==> src/rtl/sig_watch.sv <==
// Passive memory-bus observer: merges signature-word writes, watches a fail word and a
// cycle-budget watchdog, and latches a PASS/FAIL/TIMEOUT verdict. Optional bus protocol
// checking is compiled in with `define SIG_WATCH_PROTO_CHK_EN.
module sig_watch #(
   parameter logic [31:0] SIG_ADDR       = 32'h0000_0100,
   parameter logic [31:0] FAIL_ADDR      = 32'h0000_0104,
   parameter logic [31:0] EXPECTED_SIG   = 32'h0000_00A1,
   parameter int          TIMEOUT_CYCLES = 800,
   parameter int          CNT_W          = 16
) (
   input  logic             clk,
   input  logic             rst_n,
   input  logic             mem_valid,
   input  logic             mem_we,
   input  logic [31:0]      mem_addr,
   input  logic [31:0]      mem_wdata,
   input  logic [3:0]       mem_wstrb,
   input  logic             mem_ready,
   output logic             done,
   output logic             pass,
   output logic             fail,
   output logic             timeout,
   output logic [31:0]      sig_value,
   output logic [CNT_W-1:0] cycle_count,
   output logic             proto_err
);

   typedef enum logic [2:0] {S_IDLE, S_RUN, S_PASS, S_FAIL, S_TIMEOUT} state_t;

   state_t           state_q, state_d;
   logic [31:0]      sig_q, sig_d, sig_merge;
   logic [CNT_W-1:0] cnt_q, cnt_d;
   logic             seen_q, seen_d;
   logic             wr_done, sig_hit, fail_hit, sig_match, wdog, viol;

   assign wr_done   = mem_valid & mem_ready & mem_we;
   assign sig_hit   = wr_done & (mem_addr[31:2] == SIG_ADDR[31:2]);
   assign fail_hit  = wr_done & (mem_addr[31:2] == FAIL_ADDR[31:2]);
   assign sig_match = sig_hit & (sig_merge == EXPECTED_SIG);
   assign wdog      = (cnt_q == CNT_W'(TIMEOUT_CYCLES - 1));

   always_comb begin
      sig_merge = sig_q;
      for (int n = 0; n < 4; n++)
         if (mem_wstrb[n]) sig_merge[8*n +: 8] = mem_wdata[8*n +: 8];
   end

   // Signature merging runs in every state so the final value stays visible for debug.
   assign sig_d  = sig_hit ? sig_merge : sig_q;
   assign seen_d = seen_q | sig_hit;
   // The counter stops on the expiry cycle so it reads TIMEOUT_CYCLES-1 in the verdict.
   assign cnt_d  = (state_q == S_RUN && !wdog) ? cnt_q + 1'b1 : cnt_q;

`ifdef SIG_WATCH_PROTO_CHK_EN
   logic        pend_q, we_q, perr_q;
   logic [31:0] addr_q, wdata_q;
   logic [3:0]  wstrb_q;

   assign viol = pend_q && (state_q != S_IDLE) &&
                 (!mem_valid || mem_we != we_q || mem_addr != addr_q ||
                  mem_wdata != wdata_q || mem_wstrb != wstrb_q);

   always_ff @(posedge clk or negedge rst_n) begin
      if (!rst_n) begin
         pend_q  <= 1'b0;
         we_q    <= 1'b0;
         addr_q  <= '0;
         wdata_q <= '0;
         wstrb_q <= '0;
         perr_q  <= 1'b0;
      end else begin
         pend_q  <= mem_valid & ~mem_ready;
         we_q    <= mem_we;
         addr_q  <= mem_addr;
         wdata_q <= mem_wdata;
         wstrb_q <= mem_wstrb;
         if (viol) perr_q <= 1'b1;
      end
   end

   assign proto_err = perr_q;
`else
   assign viol      = 1'b0;
   assign proto_err = 1'b0;
`endif

   always_ff @(posedge clk or negedge rst_n) begin
      if (!rst_n) begin
         state_q <= S_IDLE;
         sig_q   <= '0;
         cnt_q   <= '0;
         seen_q  <= 1'b0;
      end else begin
         state_q <= state_d;
         sig_q   <= sig_d;
         cnt_q   <= cnt_d;
         seen_q  <= seen_d;
      end
   end

   always_comb begin
      state_d = state_q;
      case (state_q)
         S_IDLE: state_d = S_RUN;
         S_RUN: begin
            if (sig_match)     state_d = S_PASS;
            else if (fail_hit) state_d = S_FAIL;
            else if (viol)     state_d = S_FAIL;
            else if (wdog)     state_d = seen_d ? S_FAIL : S_TIMEOUT;
         end
         default: state_d = state_q;
      endcase
   end

   always_comb begin
      pass    = 1'b0;
      fail    = 1'b0;
      timeout = 1'b0;
      case (state_q)
         S_PASS:    pass    = 1'b1;
         S_FAIL:    fail    = 1'b1;
         S_TIMEOUT: timeout = 1'b1;
         default: ;
      endcase
      done = pass | fail | timeout;
   end

   assign sig_value   = sig_q;
   assign cycle_count = cnt_q;

endmodule

==> config.mk <==
export PLATFORM = sky130hd
export DESIGN_NAME = sig_watch
export DESIGN_NICKNAME = d
export VERILOG_FILES = /design/src/rtl/sig_watch.sv
export SDC_FILE = /design/constraint.sdc
export NUM_CORES = 1
export LEC_CHECK = 0
export BUFFER_PORTS_ARGS = -buffer_cell sky130_fd_sc_hd__clkbuf_2
export CORE_UTILIZATION = 43
export CTS_BUF_LIST = sky130_fd_sc_hd__clkbuf_16
export CTS_CLUSTER_SIZE = 20
export DETAILED_ROUTE_END_ITERATION = 8
export PLACE_DENSITY = 0.77
export SKIP_CTS_REPAIR_TIMING = 1
export SKIP_LAST_GASP = 1
export SLEW_MARGIN = 20
export SYNTH_ARGS = -nofsm -noshare
export SYNTH_HDL_FRONTEND = slang
export SYNTH_SLANG_ARGS = --single-unit
==> constraint.sdc <==
create_clock -name clk -period 1.75 [get_ports clk]
set_input_delay 0.2625 -clock clk [delete_from_list [all_inputs] [get_ports clk]]
set_output_delay 0.2625 -clock clk [all_outputs]
set_load 0.01 [all_outputs]
# Word-level counts from Yosys, hierarchy flattened
# Index checks and enable logic that the tools add are counted.
# word_totals
register_bits	52
out_inout_bits	53
wordCells	39
in_bits	73
# op_classes
mux	12
n_eq_ne	9
bitwise	8
addsub	1
reduce_logical	5
# ops
cell	n
$eq A30 B7 Y1 const B	2
$eq A32 B8 Y1 const B	1
$mux W8	4
$add A16 B1 Y16 const B	1
$eq A16 B10 Y1 const B	1
$mux W3	4
$eq A3 B2 Y1 const B	2
$pmux W3 S2	1
$and A1 B1 Y1	5
$ne A4 B4 Y1 const B	1
$eq A3 B1 Y1 const B	1
$eq A3 B3 Y1 const B	1
$logic_not A3 Y1	1
$mux W1	3
$or A1 B1 Y1	3
$reduce_and A2 Y1	1
$reduce_bool A2 Y1	1
$logic_and A1 B1 Y1	1
$logic_not A1 Y1	1

# Logic depth before layout (Yosys ltp)
# depth
word_depth	9
mapped_depth	8
depth_no_buf	6

# Least setup slack after synthesis
# OpenSTA, ideal clock, no wires.
# synth_timing
kind	reg2reg
from	reg cnt_q[0], in the netlist cycle_count[0]
to	reg cnt_q[1], in the netlist cycle_count[1]
t_required_ps	1622
path_stages_with_launch	8
period_less_slack_ps	1870
arrival_time_ps	1743
setup_ps	128
slack_ps	-120
n_path_buf	2
cell_sequence	dfrtp_1 -> ha_1 -> and4_1 -> buf_4 -> nand4_1 -> and2_1 -> buf_2 -> mux2_1
# synth_via
elab_chain_cells	3
# synth_lines
element	line_no	text
start, declared	32	logic [CNT_W-1:0] cnt_q, cnt_d;
start signal, assigned	96	cnt_q <= cnt_d;
parallel branches: the longest is 3 deep, another holds $add A16 B1 Y16	--	
# Several ways; the timed one is not identified.
# A chain may end at the register's enable or synchronous reset.

# Worst setup path after layout
# layout_timing
from	reg sig_q[24], in the netlist sig_value[24]
to	reg state_q[0]
# layout_via
elab_chain_cells	5
# layout_lines
element	line_no	text
start, declared	31	logic [31:0] sig_q, sig_d, sig_merge;
start signal, assigned	95	sig_q <= sig_d;
$mux W8 *	45	if (mem_wstrb[n]) sig_merge[8*n +: 8] = mem_wdata[8*n +: 8];
$eq A32 B8 Y1 *	39	assign sig_match = sig_hit & (sig_merge == EXPECTED_SIG);
$and A1 B1 Y1 *	39	
$ne A4 B4 Y1 (no line) or $mux W3 (tied branches)	--	
$reduce_and A2 Y1 (no line) or $pmux W3 S2 (tied branches)	--	
end signal, assigned	94	state_q <= state_d;
end, declared	30	state_t state_q, state_d;
# Mark *: on every way between the ends. The rest lies on a longest branch, timed or not.

==> summary.md <==
| Metric | Value |
|---|---|
| Outcome | `completed` |
| Vias/cell | `5.198` |
| Worst-path fanout max | `2` |
| RD Place Congestion | `0.8054` |
| Clk root buf | `clkbuf_16` |
| RR Startpoint | `sig_value[24]$_DFFE_PN0P_` |
| Layout cell share with drive strength beyond 1 | `58.65%` |
| Sink Count | `52` |
| Post-route minimum period | `1.727 ns` |
| Port buffer count | `122` |
| Max-Cap Viols | `0` |
| Post-Syn Area | `2769 sq um` |
| Total Power | `0.002499 W` |
| DRT iter0 DRCs | `70` |
| DRC | `0` |
| WHS Path Cells | `2` |
| Bufs and invs on worst path | `0` |
| Syn avg cell area | `12.94 sq um` |
| GRT overflow | `0` |
| Row cnt | `28` |
| Storage cell area | `1303 sq um` |
| Initial Util | `45.69%` |
| Mapped Cells | `214` |
| Number of synthesized flops with an enable pin | `0` |
| Max Root-Sink Buffers | `2` |
| Sw frac | `21.17%` |
| Clock power frac | `44.4%` |
| Setup TNS | `0 ns` |
| Unique cell type count in the Yosys netlist | `46` |
| Comb power frac | `7.5%` |
| Drt total wl | `6731 um` |
| Hold crit path type | `in2reg` |
| Yosys warnings | `0` |
| Static Leak | `2.030 nW` |
| IO Pins | `126` |
| Syn Nets | `288` |
| # H-tree levels | `2` |
| Hpwl dp | `5449 um` |
| Clk slew on worst S/H paths | `0.07 ns` |
| Crit Path Category | `reg2reg` |
| PwrDens | `648.5 nW/um^2` |
| Full die area | `6764 sq um` |
| Setup crit end kind | `flip-flop` |
| Cell Chain, Critical Path | `or4_1, o22a_1, nor4_2, and4_1, o21ai_1` |
| Final setup fails | `0` |
| VDD IR max | `0.5310 mV` |
| Area of the multi-input gates | `1384 sq um` |
| Die Y | `82.25 um` |
| R2R setup slack | `0.02 ns` |
| Ant diodes | `0` |
| GRT Total Usage | `20.38%` |
| Antenna viol nets, final | `0` |
| R2R depth | `5` |
| Number of antenna violations at the first check in global routing | `0` |
| Worst Hold Slack | `0.2207 ns` |
| R2R Path End | `state_q[0]$_DFFE_PN0P_` |
| Largest net degree at the start of global routing | `23` |
| RSZ-0062 raised after global routing | `true` |
| Flop pwr share | `48.1%` |
| Worst-Skew Late Latency | `0.28 ns` |
| Crit path max-delay family | `simple AND/OR/NAND/NOR gates` |
| Max Slew Vio Count | `0` |
| First-pass GRT wire length | `10360 um` |
| Cts bufs inserted | `5` |
| Placed cell areas | `3635 sq um` |
| Fmax achieved | `0.5789 GHz` |
| P&R area growth vs syn | `39.18%` |
| CP Launch Type | `flip-flop` |
| CP Data Required Time | `1.92 ns` |
| Dominant synthesized flop cell | `dfrtp_1` |
| Core box area | `6061 sq um` |
| Internal power | `0.001970 W` |
| Routed vias | `2313` |
| Number of synthesized register bits | `52` |
| Sequential fraction of the synthesis area | `47.00%` |
| Crit-path slowest cell | `or4_1` |
| HP Start | `mem_wdata[20]` |
| Nets | `443` |
| Min-Delay Endpoint | `sig_value[20]$_DFFE_PN0P_` |
| Post-Layout Inst Area | `3854 sq um` |
| CTS tree | `built` |
| # fillers | `496` |
| Final hold violations | `0` |
| Clock Skews | `0.007785 ns` |
| Drt first pass iters | `4` |
| NetSw | `0.0005290 W` |
| Max incr delay on CP | `0.50 ns` |
| WL per Instance | `15.13 um` |
| CP arrival | `1.90 ns` |
| Ys async rst share | `100.0%` |
| Vias in the first global route | `2237` |
| Die width | `82.25 um` |
| Final Cycle Share | `98.71%` |
[power groups by stage]
| stage | Sequential [W] | Clock, W | Combinational [W] |
|---|---|---|---|
| 6_report | 0.00120 | 0.00111 | 0.000188 |
| 5_1_grt | 0.00120 | 0.00118 | 0.000210 |
| 4_1_cts | 0.00120 | 0.00113 | 0.000187 |
| 3_5_place_dp | 0.00122 | 0 | 0.000187 |
| 3_3_place_gp | 0.00122 | 0 | 0.000180 |
| 2_1_floorplan | 0.00122 | 0 | 0.0000388 |
[registers in the layout (all words and copies together), names as in the netlist]
name	count
sig_value	32
cycle_count	16
seen_q	1
state_q	3
[per-stage QoR]
stage	util, %	worst slack, ns	instances
final	63.58	0.02266	445
after global routing	63.58	-0.03404	445
after CTS	62.82	-0.06665	443
after detailed placement	59.97	-0.2073	435
after global placement	59.97	-0.1714	435
after floorplan	-	-0.02526	214
[metal layers]
metal	share of wire, %	global-route usage (%)	wire [um]	vias up
li1	-	-	-	1108
met1	43	25.40	2871	1106
met2	51	37.27	3414	97
met4	0.51	4.912	34	0
met5	0	0	0	-
met3	6.1	2.418	411	2
[cells by family after synthesis]
family          Yosys count  share of synthesized area, %
mux                      33                         17.76
simple gates             80                         20.61
buf+inv                  11                         4.157
flops                    52                         47.00
other cells               1                        0.1354
compound gates           20                         4.835
xor+xnor                 16                         5.061
fa+ha+maj                 1                        0.4518
[layout by cell type, fill, tap and decap left out, types with 5 or more instances in the layout]
| cell type | instances |
|---|---|
| a21oi_1 | 6 |
| dfrtp_1 | 51 |
| buf_4 | 30 |
| clkbuf_16 | 5 |
| nor4_1 | 7 |
| nand4_1 | 5 |
| nand3_1 | 7 |
| mux2_4 | 32 |
| nor2_1 | 12 |
| xnor2_1 | 13 |
| and2_4 | 5 |
| nor4_2 | 5 |
| nor3_1 | 12 |
| clkbuf_2 | 122 |
[worst reg2reg max path, delay by kind of cell (launching register included)]
| family | cells | cell delay (ns) |
|---|---|---|
| and+or+nand+nor | 3 | 0.93 |
| DFF | 1 | 0.39 |
| AOI/OAI and AO/OA | 2 | 0.31 |
[synth_stat cells, types with 2 or more instances]
| cell | instances | area share [%] |
|---|---|---|
| dfrtp_1 | 52 | 47 |
| and4_1 | 5 | 1.6 |
| buf_12 | 4 | 2.9 |
| nand4_2 | 2 | 0.90 |
| nor4_2 | 3 | 1.4 |
| xnor2_1 | 13 | 4.1 |
| and3_1 | 3 | 0.68 |
| buf_4 | 2 | 0.54 |
| nor2_1 | 12 | 1.6 |
| nand2_1 | 4 | 0.54 |
| nor4_1 | 9 | 2.0 |
| nor4_4 | 2 | 1.5 |
| inv_1 | 4 | 0.54 |
| nand4_1 | 5 | 1.1 |
| a21oi_1 | 6 | 1.1 |
| and2_1 | 2 | 0.45 |
| a22oi_1 | 3 | 0.81 |
| mux2_4 | 32 | 17 |
| nor3_1 | 12 | 2.2 |
| xor2_1 | 3 | 0.95 |
| and2_4 | 4 | 1.3 |
| nand3_1 | 8 | 1.4 |
[layout make-up]
type,instances,share of cell area [%]
clock inverter,3,1.234
multi-input combinational,151,35.91
inverter,4,0.3896
clock buffer,5,3.247
tap,75,2.435
sequential,52,33.80
timing repair buffer,155,22.99
[worst max-delay path by stage]
stage                                              to  slack (ns)  depth (start not counted)                       start
after floorplan           cycle_count[13]$_DFFE_PN0P_       -0.03                          7  cycle_count[1]$_DFFE_PN0P_
after global placement      sig_value[17]$_DFFE_PN0P_       -0.17                          8                mem_addr[10]
after detailed placement    sig_value[25]$_DFFE_PN0P_       -0.21                          7                 mem_addr[3]
after CTS                 cycle_count[12]$_DFFE_PN0P_       -0.07                          6  cycle_count[0]$_DFFE_PN0P_
after global routing           state_q[0]$_DFFE_PN0P_       -0.03                          5   sig_value[24]$_DFFE_PN0P_
final                          state_q[0]$_DFFE_PN0P_        0.02                          5   sig_value[24]$_DFFE_PN0P_
Note: power is estimated with default switching activity, not from simulation.
